--- config.mk ---
export PLATFORM = sky130hd
export DESIGN_NAME = uart_rx_param
export DESIGN_NICKNAME = d
export VERILOG_FILES = /design/src/rtl/uart_rx_param.sv
export SDC_FILE = /design/constraint.sdc
export NUM_CORES = 1
export LEC_CHECK = 0
export CORE_MARGIN = 8
export CORE_UTILIZATION = 30
export DETAILED_ROUTE_END_ITERATION = 8
export PLACE_DENSITY_LB_ADDON = 0.12
export REMOVE_ABC_BUFFERS = 1
export SYNTH_ARGS = -nofsm -noshare
export SYNTH_HDL_FRONTEND = slang
export SYNTH_SLANG_ARGS = --single-unit
--- constraint.sdc ---
create_clock -name clk -period 4.1 [get_ports clk]
set_clock_uncertainty 0.05 [all_clocks]
set_input_delay 0.82 -clock clk [delete_from_list [all_inputs] [get_ports clk]]
set_output_delay 0.82 -clock clk [all_outputs]
set_load 0.02 [all_outputs]
--- src/rtl/uart_rx_param.sv ---
// Oversampled UART receiver with runtime divisor, parity, 1/2 stop bits, error flags and valid/ready output.
// Optional: define RX_MAJORITY_EN to make every bit decision a 3-sample majority vote.
module uart_rx_param #(
   parameter int DATA_BITS  = 8,
   parameter int OVERSAMPLE = 16,
   parameter int DIV_W      = 16
) (
   input  logic                 clk,
   input  logic                 rst,
   input  logic                 rx_in,
   input  logic [DIV_W-1:0]     divisor,
   input  logic [1:0]           parity_mode,
   input  logic                 two_stop,
   output logic [DATA_BITS-1:0] data_out,
   output logic                 data_valid,
   input  logic                 data_ready,
   output logic                 parity_err,
   output logic                 frame_err,
   output logic                 overrun_err,
   output logic                 busy
);

   localparam int OS_W = $clog2(OVERSAMPLE);
   localparam int BC_W = $clog2(DATA_BITS + 1);
   localparam logic [OS_W-1:0] OS_LAST = OS_W'(OVERSAMPLE - 1);
   localparam logic [OS_W-1:0] OS_MID  = OS_W'(OVERSAMPLE / 2 - 1);
   localparam logic [BC_W-1:0] BC_LAST = BC_W'(DATA_BITS - 1);

   typedef enum logic [2:0] {IDLE, START, DATA, PARITY, STOP} state_t;

   state_t               state_reg, state_next;
   logic [1:0]           sync_reg;
   logic                 rx_s, rx_prev_reg;
   logic [2:0]           settle_reg;
   logic [DIV_W-1:0]     div_cnt_reg, div_cnt_next, div_last;
   logic                 tick, start_edge, sample, par_en, complete;
   logic [OS_W-1:0]      os_cnt_reg, os_cnt_next;
   logic [BC_W-1:0]      bit_cnt_reg, bit_cnt_next;
   logic                 stop2_reg, stop2_next;
   logic [DATA_BITS-1:0] shreg_reg, shreg_next, data_next;
   logic                 par_bad_reg, par_bad_next, fr_bad_reg, fr_bad_next;
   logic [1:0]           pmode_reg, pmode_next;
   logic                 two_stop_reg, two_stop_next;
   logic                 valid_next, perr_next, ferr_next, ovr_next;

   assign rx_s       = sync_reg[1];
   assign div_last   = (divisor == '0) ? '0 : divisor - 1'b1;
   assign tick       = (div_cnt_reg >= div_last);
   // rx_prev only holds a real line sample once the synchroniser has flushed its reset ones
   assign start_edge = settle_reg[2] & rx_prev_reg & ~rx_s;
   assign par_en     = (pmode_reg == 2'd1) || (pmode_reg == 2'd2);
   assign busy       = (state_reg != IDLE);

`ifdef RX_MAJORITY_EN
   logic [1:0] hist_reg;
   assign sample = (hist_reg[1] & hist_reg[0]) | (hist_reg[1] & rx_s) | (hist_reg[0] & rx_s);
   always_ff @(posedge clk) begin
      if (rst)       hist_reg <= 2'b11;
      else if (tick) hist_reg <= {hist_reg[0], rx_s};
   end
`else
   assign sample = rx_s;
`endif

   always_ff @(posedge clk) begin
      if (rst) begin
         sync_reg    <= 2'b11;
         rx_prev_reg <= 1'b1;
         settle_reg  <= '0;
      end else begin
         sync_reg    <= {sync_reg[0], rx_in};
         rx_prev_reg <= rx_s;
         settle_reg  <= {settle_reg[1:0], 1'b1};
      end
   end

   always_comb begin
      state_next    = state_reg;
      div_cnt_next  = tick ? '0 : div_cnt_reg + 1'b1;
      os_cnt_next   = os_cnt_reg;
      bit_cnt_next  = bit_cnt_reg;
      stop2_next    = stop2_reg;
      shreg_next    = shreg_reg;
      par_bad_next  = par_bad_reg;
      fr_bad_next   = fr_bad_reg;
      pmode_next    = pmode_reg;
      two_stop_next = two_stop_reg;
      data_next     = data_out;
      valid_next    = data_valid;
      perr_next     = parity_err;
      ferr_next     = frame_err;
      ovr_next      = overrun_err;
      complete      = 1'b0;

      case (state_reg)
         IDLE: begin
            if (start_edge) begin
               state_next    = START;
               div_cnt_next  = '0;
               os_cnt_next   = '0;
               bit_cnt_next  = '0;
               stop2_next    = 1'b0;
               par_bad_next  = 1'b0;
               fr_bad_next   = 1'b0;
               pmode_next    = parity_mode;
               two_stop_next = two_stop;
            end
         end
         START: begin
            if (tick) begin
               if (os_cnt_reg == OS_MID) begin
                  os_cnt_next  = '0;
                  bit_cnt_next = '0;
                  state_next   = sample ? IDLE : DATA;
               end else begin
                  os_cnt_next = os_cnt_reg + 1'b1;
               end
            end
         end
         DATA: begin
            if (tick) begin
               if (os_cnt_reg == OS_LAST) begin
                  os_cnt_next  = '0;
                  shreg_next   = {sample, shreg_reg[DATA_BITS-1:1]};
                  bit_cnt_next = bit_cnt_reg + 1'b1;
                  if (bit_cnt_reg == BC_LAST) state_next = par_en ? PARITY : STOP;
               end else begin
                  os_cnt_next = os_cnt_reg + 1'b1;
               end
            end
         end
         PARITY: begin
            if (tick) begin
               if (os_cnt_reg == OS_LAST) begin
                  os_cnt_next  = '0;
                  par_bad_next = (^shreg_reg ^ sample) != (pmode_reg == 2'd2);
                  state_next   = STOP;
               end else begin
                  os_cnt_next = os_cnt_reg + 1'b1;
               end
            end
         end
         STOP: begin
            if (tick) begin
               if (os_cnt_reg == OS_LAST) begin
                  os_cnt_next = '0;
                  fr_bad_next = fr_bad_reg | ~sample;
                  if (two_stop_reg && !stop2_reg) begin
                     stop2_next = 1'b1;
                  end else begin
                     complete   = 1'b1;
                     state_next = IDLE;
                  end
               end else begin
                  os_cnt_next = os_cnt_reg + 1'b1;
               end
            end
         end
         default: state_next = IDLE;
      endcase

      // A completion takes priority over a plain accept; a blocked completion only flags overrun
      if (complete) begin
         if (!data_valid || data_ready) begin
            data_next  = shreg_reg;
            perr_next  = par_bad_reg;
            ferr_next  = fr_bad_next;
            valid_next = 1'b1;
            ovr_next   = 1'b0;
         end else begin
            ovr_next = 1'b1;
         end
      end else if (data_valid && data_ready) begin
         valid_next = 1'b0;
         perr_next  = 1'b0;
         ferr_next  = 1'b0;
         ovr_next   = 1'b0;
      end
   end

   always_ff @(posedge clk) begin
      if (rst) begin
         state_reg    <= IDLE;
         div_cnt_reg  <= '0;
         os_cnt_reg   <= '0;
         bit_cnt_reg  <= '0;
         stop2_reg    <= 1'b0;
         shreg_reg    <= '0;
         par_bad_reg  <= 1'b0;
         fr_bad_reg   <= 1'b0;
         pmode_reg    <= 2'd0;
         two_stop_reg <= 1'b0;
         data_out     <= '0;
         data_valid   <= 1'b0;
         parity_err   <= 1'b0;
         frame_err    <= 1'b0;
         overrun_err  <= 1'b0;
      end else begin
         state_reg    <= state_next;
         div_cnt_reg  <= div_cnt_next;
         os_cnt_reg   <= os_cnt_next;
         bit_cnt_reg  <= bit_cnt_next;
         stop2_reg    <= stop2_next;
         shreg_reg    <= shreg_next;
         par_bad_reg  <= par_bad_next;
         fr_bad_reg   <= fr_bad_next;
         pmode_reg    <= pmode_next;
         two_stop_reg <= two_stop_next;
         data_out     <= data_next;
         data_valid   <= valid_next;
         parity_err   <= perr_next;
         frame_err    <= ferr_next;
         overrun_err  <= ovr_next;
      end
   end

endmodule

* Word-level counts from Yosys, hierarchy flattened
Index checks and enable logic that the tools add are counted.
** Word-level totals
- Flip-flop bits (word level) :: 59
- Bits in latches :: 0
- Memory bits (writable) :: 0
- Memory bits (read-only) :: 0
- Input port bits :: 23
- Logic and storage cells :: 133
- Memories kept :: 0
** Operators by class
- Add/sub/neg operators :: 4
- $mul :: 0
- Divide/modulo/power cells :: 0
- Order comparisons :: 1
- Equal/unequal tests :: 24
- Shifts and indexed selects :: 0
- Muxes and demuxes :: 55
- Bitwise gates (word level) :: 5
- Reductions and logical operators :: 25
** Operator list (count)
- 16-bit two-way mux :: 4
- 3-bit two-way mux :: 12
- 4-bit two-way mux :: 9
- 2-bit inequality test, second input constant :: 12
- 4-bit case mux with 3 select lines :: 2
- 1-bit two-way mux :: 23
- 16-bit by 1-bit adder with 16-bit output, second input constant :: 1
- 16-bit >= comparator :: 1
- 16-bit logical NOT :: 1
- 16-bit by 1-bit subtractor with 16-bit output, second input constant :: 1
- 3-bit case mux with 5 select lines :: 1
- 11-bit AND reduction :: 1
- 3-bit nonzero test :: 3
- 4-bit by 1-bit adder with 4-bit output, second input constant :: 2
- 4-bit by 3-bit equality test with 1-bit output, second input constant :: 2
- 4-bit AND reduction :: 2
- 8-bit parity :: 1
- 3-bit by 2-bit equality test with 1-bit output, second input constant :: 2
- 1-bit case mux with 2 select lines :: 3
- 2-bit AND reduction :: 3
- 6-bit AND reduction :: 1
- 2-bit nonzero test :: 3
- 5-bit AND reduction :: 1
- 4-bit equality test, second input constant :: 1
- 17 further kinds :: 22

* Depth between registers and ports, before layout
Gate-level depths: netlist of run 1.
- Word-level depth :: 8
- Mapped depth :: 15
- Depth with buffers taken out :: 14

* Worst setup path after synthesis of run 1
Ideal clock, no wire load.
- Path type :: input -> register
- Start :: input port divisor[11]
- End :: register state_reg[1]
- Library setup time :: 101 ps
- Arrival :: 4037 ps
- Data required time :: 3949 ps
- Slack :: -88 ps
- Stages :: 13
- Path through :: or4_1 or3_1 nor2_1 nand4_1 clkbuf_1 nand2_1 ha_1 and4_4 and4_1 a21o_1 or4_1 a211o_1 o41ai_1
** On the way
- Longest elaborated chain between the ends :: 5
- Elaborated cells on any way between the ends :: 9
** RTL lines
- start, declared :: line 11 : input logic [DIV_W-1:0] divisor,
- 16-bit by 1-bit subtractor with 16-bit output or 16-bit logical NOT (tied branches) :: line 47 : assign div_last = (divisor == '0) ? '0 : divisor - 1'b1;
- 16-bit two-way mux (*) :: line 47
- 16-bit >= comparator (*) :: line 48 : assign tick = (div_cnt_reg >= div_last);
- 2-bit inequality test (no line)
- 11-bit AND reduction (no line) (*)
- end signal, assigned :: line 199 : state_reg <= state_next;
- end, declared :: line 31 : state_t state_reg, state_next;
Every way passes the cells marked *; elsewhere a longest branch is shown, timed or not.
A chain may end at the register's enable or synchronous reset.

* Worst setup path in the final report of run 1
- Start :: input port divisor[5]
- End :: register state_reg[2]
Same word-level chain as after synthesis.

==> reports/metrics.csv, run 1 <==
stage,metric,value,unit
setup_path,worstPathRequired,4.29,ns
detailed_routing,wl_met3,319,um
logic_synthesis,synthMuxAreaShare,0.0266,
clocking,clk_path_buf_depth,2,
logic_synthesis,synth_top_family_by_area,simple AND/OR/NAND/NOR gates,
detailed_routing,dr_wl_met2,4.52,mm
clocking,cts_tree,built,
clocking,cts-root-buf,clkbuf_16,
logic_synthesis,ys_ff_latch,59,
detailed_routing,drt-met1-wl,4.15,mm
grt,antenna_found_initial,0,
worst_hold_path,hold_end,sync_reg[1],
cells_and_area,postLayoutCellArea,4890,um2
outcome,status,"finished, final reports clean",
floorplan,dieArea,14900,um2
timing,fin_crit_sh,0.974,
logic_synthesis,netlist_instances,407,
cells_and_area,drive_gt1_frac,0.247,
power,seqPwrFrac,0.367,
detailed_routing,firstDrtPassIters,4,
logic_synthesis,yosys.area_share.simple,0.248,
detailed_routing,wl_per_cell,14.3,um
worst_hold_path,hp-class,flip-flop to flip-flop,
logic_synthesis,seq_area_frac_synth,0.349,
timing,setup_viol,0,
setup_path,path_max_fanout,5,
logic_synthesis,syn_area,3380,um2
placement,io_buffers,35,
worst_hold_path,hp-start,sync_reg[0],
logic_synthesis,synth_edf_count,0,
power,vdd_drop_max,199,uV
detailed_routing,top_layer_used,met4,
logic_synthesis,ys_warn_count,0,
timing,finalSetupTns,0,ns
floorplan,ios,36,
cells_and_area,largest_reg_flops,16,
clocking,clock-sinks,59,
detailed_routing,routed_via_density,5.02,
cells_and_area,utilization,0.447,
power,clkPwrFrac,0.498,
floorplan,initial_core_util,0.309,
cells_and_area,syn2layout_area_growth,44.7,%
logic_synthesis,synth_top_area_share,0.349,
logic_synthesis,synth_area_leaders,"dfxtp_1 (35%), ha_1 (8.1%), xnor2_1 (4.9%), nor2_1 (4.9%), xor2_1 (4.7%)",
cells_and_area,antenna_cells,0,
detailed_routing,drt_iter0_drc,184,
grt,grt_first_pass_wirelength,14.9,mm
logic_synthesis,synth_flop_cell,dfxtp_1,
power,p_int,1.25,mW
clocking,cts_buffers,9,
floorplan,rows,38,
setup_path,end_kind,flip-flop,
timing,worst_hold_slack,0.365,ns
flow_run,cap_viol_max_count,0,
power,cellPowerDensity,336,nW/um2
worst_hold_path,hold_path_depth,1,
logic_synthesis,syn_area_per_cell,8.31,um2
timing,fmax,250,MHz
cells_and_area,layout.nets,538,
power,p_comb_frac,0.135,
clocking,clk_pin_slew_worst_paths,0.05,ns
detailed_routing,drc_errors,0,
logic_synthesis,synth_adder_area_share,0.0814,
floorplan,dieHeight,122,um
power,power,1.64,mW
setup_path,r2r_start,div_cnt_reg[10],
detailed_routing,routed_wl,9.13,mm
setup_path,crit_type,primary input to flip-flop,
power,switching_power,0.389,mW
timing,period_minus_slack,3.99,ns
setup_path,reg2reg_slack,1.69,ns
setup_path,cp-start-kind,primary input,
floorplan,die_w,122,um
detailed_routing,vias,3204,
setup_path,rr_worst_depth,8,
logic_synthesis,synth_cell_types,56,
placement,gp_congestion,0.769,
clocking,cts_htree_levels,3,
power,p_leak,1.91,nW
grt,grt_max_degree,46,
placement,dpl_cell_area,4220,um2
placement,dpl.hpwl,6.54,mm
timing,hold_violations,0,
logic_synthesis,synth-compound-area-share,0.168,
grt,overflow,0,
setup_path,reg2reg_to,state_reg[2],
timing,timing.final.max_slew_violations,0,
timing,worstMarginPinSlew,0.616,ns
power,switching_share,0.237,
setup_path,cp.arrival,4.18,ns
grt,track_usage,0.122,
logic_synthesis,synth-xor-area-share,0.0958,
floorplan,coreArea,10900,um2
clocking,clk-insertion-delay-late,0.32,ns
timing,slew_headroom,0.588,
logic_synthesis,yosysTopAreaCell,dfxtp_1,
logic_synthesis,ys_async_sr_fraction,0,
detailed_routing,antenna_left,0,
grt,grt_pass1_vias,3211,
[layer usage]
layer / vias up / track usage
met5: - / 0
met4: 0 / 0.0526
met3: 10 / 0.0305
met2: 40 / 0.203
met1: 1525 / 0.147
li1: 1629 / -
[cell families (layout without fill, tap and decap cells)]
kind of cell,count (synthesis),after routing
flip-flops,59,59
AO/OA/AOI/OAI,85,85
AND/OR/NAND/NOR,167,167
multiplexers,9,9
buffers and inverters,28,119
adder cells (fa/ha/maj),22,22
XOR/XNOR,37,37
[Yosys cell counts, drive strengths merged (4+ instances only)]
cell type / count
o31ai: 5
or4: 4
nand2: 38
ha: 22
dfxtp: 59
mux2i: 9
nand4: 9
nor3: 9
xor2: 18
xnor2: 19
nand3: 21
a21oi: 30
nor2: 44
nand3b: 5
clkbuf: 12
and3: 7
o21ai: 23
nor2b: 7
inv: 13
nor4: 4
or3: 6
[critical path, cell delays in order]
cell and delay (ns):
clkbuf_2 0.09, or4_4 0.54, or3_4 0.41, nor3_4 0.13, xor2_1 0.27, nand2_4 0.09
ha_4 0.23, and2_4 0.15, buf_6 0.11, and4_1 0.18, a21o_1 0.23, or4_4 0.55
a211o_1 0.30, o31ai_1 0.06
[power groups by stage]
| stage | Combinational [mW] | Sequential, mW | Clock [mW] |
|---|---|---|---|
| finish | 0.223 | 0.603 | 0.819 |
| global route | 0.244 | 0.605 | 0.871 |
| CTS | 0.210 | 0.602 | 0.841 |
| detailed placement | 0.202 | 0.614 | 0 |
| global placement | 0.201 | 0.614 | 0 |
| floorplan | 0.106 | 0.609 | 0 |
[cell usage in the layout (no fill, tap or decap), types with 11 or more instances in the layout]
cell type and instances:
xnor2_1 19, nor2_1 40, a21oi_1 28, nand3_1 20, buf_4 47, o21ai_0 22, xor2_1 18, ha_1 13
clkdlybuf4s50_1 25, nand2_1 30, inv_1 11, dfxtp_1 59
[what timing repair did]
item,CTS,global route
endpoints found under the setup margin,49,49
gates resized for setup,39,49
buffers inserted,3,3
cloned,1,1
pin swaps,18,27
hold buffers,0,0
[worst max-delay path by stage]
stage                     cells after the start           end         from
after floorplan                              12  shreg_reg[0]  divisor[11]
after global placement                       13  state_reg[1]   divisor[5]
after detailed placement                     14  state_reg[1]  divisor[11]
after CTS                                    15  state_reg[1]   divisor[0]
after global routing                         15  shreg_reg[5]   divisor[5]
final                                        14  state_reg[2]   divisor[5]
[through the flow]
stage,setup slack (ns),instances
2_1_floorplan,-0.298,393
3_3_place_gp,-0.623,614
3_5_place_dp,-0.689,614
4_1_cts,0.00123,634
5_1_grt,-0.00788,638
6_report,0.105,638
[layout make-up]
class / count / area [um2]
clock buffers: 12 / 256
clock inverters: 4 / 72.6
fillers: 1123 / 6040
inverters: 14 / 52.6
multi-input cells: 320 / 2370
flip-flops and latches: 59 / 1180
well taps: 140 / 175
repair buffers: 89 / 782
Power figures use the tool's default switching activity.
==> run 2, diff against run 1 <==
--- a/config.mk
+++ b/config.mk
@@ -6,7 +6,7 @@
 export NUM_CORES = 1
 export LEC_CHECK = 0
 export CORE_MARGIN = 8
-export CORE_UTILIZATION = 30
+export CORE_UTILIZATION = 51
 export DETAILED_ROUTE_END_ITERATION = 8
 export PLACE_DENSITY_LB_ADDON = 0.12
 export REMOVE_ABC_BUFFERS = 1
==> run 2 against run 1 <==
Non-clock buffer count fell by 1. Die area fell by 36%. Critical path depth rose by 1. Via count rose by 2.1%. Clock power fell by 26%. Core utilization rose by 27 points. Count of clock-buffer cells in the layout fell by 3. Worst hold slack got worse by 0.0025 ns. Combinational power fell by 4%. Global-route usage rose by 6.1 points. Register-to-register slack barely moved. First-iteration DRC count rose by 33%. Largest cell class unchanged. Largest power group unchanged.
==> reports/metrics.csv, run 2 (synthesized netlist as in run 1, its figures left out) <==
stage,metric,value,unit,change
floorplan,coreArea,6390,um2,-42%
timing,timing.final.max_slew_violations,0,,unchanged
clocking,cts-root-buf,clkbuf_8,,
placement,io_buffers,35,,unchanged
clocking,cts_tree,built,,
power,cellPowerDensity,312,nW/um2,-7.3%
setup_path,worstPathRequired,4.27,ns,-0.02 ns
setup_path,end_kind,flip-flop,,
detailed_routing,drc_errors,0,,unchanged
power,vdd_drop_max,240,uV,+20%
floorplan,initial_core_util,0.530,,+0.220
clocking,clk-insertion-delay-late,0.34,ns,+0.02 ns
floorplan,rows,29,,-24%
clocking,clk_pin_slew_worst_paths,0.07,ns,+0.02 ns
detailed_routing,drt_iter0_drc,244,,+33%
placement,dp_cells,550,,-10%
timing,slew_headroom,0.574,,-0.0139
grt,busiest_layer,met2,,
detailed_routing,antenna_left,0,,unchanged
timing,period_minus_slack,3.99,ns,-0.00561 ns
detailed_routing,wl_per_cell,14.8,um,+3.2%
placement,dpl.hpwl,5.98,mm,-8.6%
cells_and_area,fill_cells,463,,-59%
cells_and_area,drive_gt1_frac,0.225,,-0.0216
grt,grt_use_met2,0.302,,+0.0992
grt,grt_first_pass_wirelength,14.8,mm,-0.42%
grt,track_usage,0.183,,+0.0605
detailed_routing,vias,3272,,+2.1%
clocking,cts_htree_levels,3,,unchanged
grt,grt_pass1_vias,3285,,+2.3%
floorplan,dieHeight,97.4,um,-20%
grt,antenna_found_initial,0,,unchanged
cells_and_area,layout.cells.non_filler,574,,-10%
floorplan,ios,36,,unchanged
setup_path,crit_type,primary input to flip-flop,,
outcome,status,"finished, final reports clean",,
grt,met1_usage,0.214,,+0.0673
cells_and_area,final_common_cell,dfxtp_1,,
floorplan,die_w,97.4,um,-20%
cells_and_area,final_cell_mix,"dfxtp_1 (59), buf_4 (49), nor2_1 (40)",,
clocking,clk_path_buf_depth,2,,unchanged
timing,setup_ws,0.111,ns,+0.00561 ns
cells_and_area,syn2layout_area_growth,35.0,%,
timing,setup_viol,0,,unchanged
cells_and_area,antenna_cells,0,,unchanged
grt,overflow,0,,unchanged
power,p_leak,1.86,nW,-2.9%
placement,post-place-ws,-0.623,ns,+0.0662 ns
worst_hold_path,hp-class,flip-flop to flip-flop,,
placement,gp_congestion,0.910,,+18%
flow_run,cap_viol_max_count,0,,unchanged
clocking,clock-sinks,59,,unchanged
setup_path,cp.arrival,4.16,ns,-0.02 ns
timing,fin_crit_sh,0.973,,-0.00137
cells_and_area,largest_reg_flops,16,,unchanged
timing,worst_hold_slack,0.363,ns,-0.00245 ns
clocking,ctsHoldBuffers,0,,unchanged
timing,finalSetupTns,0,ns,unchanged
grt,grt_use_met3,0.0498,,+0.0192
timing,worstMarginPinSlew,0.637,ns,+0.0211 ns
cells_and_area,layout.nets,537,,-0.19%
setup_path,path_max_fanout,8,,+3
detailed_routing,firstDrtPassIters,4,,unchanged
detailed_routing,routed_via_density,5.70,,+14%
setup_path,cp-start-kind,primary input,,
detailed_routing,routed_wl,8.48,mm,-7.2%
clocking,cts_buffers,9,,unchanged
floorplan,dieArea,9490,um2,-36%
power,power,1.42,mW,-13%
timing,fmax,251,MHz,+0.14%
timing,hold_violations,0,,unchanged
grt,grt_max_degree,30,,-35%
-- run 2: what timing repair did --
item	4_1_cts	5_1_grt
gates resized for setup	38	27
pin swaps	25	21
endpoints found under the setup margin	45	48
hold endpoints to repair	0	0
setup buffers	7	0
cloned	1	0
-- run 2: area by class of cell --
class                   count  area, um2  share of cell area
flip-flops and latches     59       1180               0.259
clock inverters             7        100              0.0219
clock buffers               9        124              0.0271
multi-input cells         320       2270               0.497
inverters                  14       52.6              0.0115
repair buffers             88        741               0.162
well taps                  77       96.3              0.0211
-- run 2: report_power, final --
part | internal (mW) | total, mW | leakage (nW) | switching, mW
clock network | 0.346 | 0.607 | 0.114 | 0.261
registers | 0.582 | 0.601 | 0.477 | 0.0191
logic | 0.103 | 0.214 | 1.27 | 0.111
-- run 2: metal layers --
metal	part of all wire	vias up
met5	0	-
li1	-	1631
met3	0.053	18
met1	0.44	1528
met2	0.49	95
met4	0.022	0
-- run 2: final timing paths --
check	slack (ns)	depth (start not counted)	start	to
hold / removal	0.36	1	sync_reg[0]	sync_reg[1]
hold reg to reg	0.36	1	sync_reg[0]	sync_reg[1]
setup / recovery	0.11	15	divisor[9]	shreg_reg[0]
setup reg to reg	1.68	8	div_cnt_reg[13]	shreg_reg[0]
-- run 2: stage by stage --
stage | util | area (um2)
finish | 0.715 | 4570
global route | 0.715 | 4570
CTS | 0.710 | 4540
detailed placement | 0.646 | 4130
global placement | 0.646 | 4130
floorplan | - | 3330
-- run 2: critical path, cell delays in order --
cell	delay [ns]
clkbuf_2	0.09
or4_4	0.53
or3_4	0.38
nor2_4	0.12
nand3_2	0.08
xnor2_1	0.17
nand2_1	0.14
ha_4	0.29
and4_4	0.24
nand4_4	0.12
a311o_1	0.41
a311oi_4	0.35
buf_12	0.18
mux2i_1	0.20
nor2_1	0.06
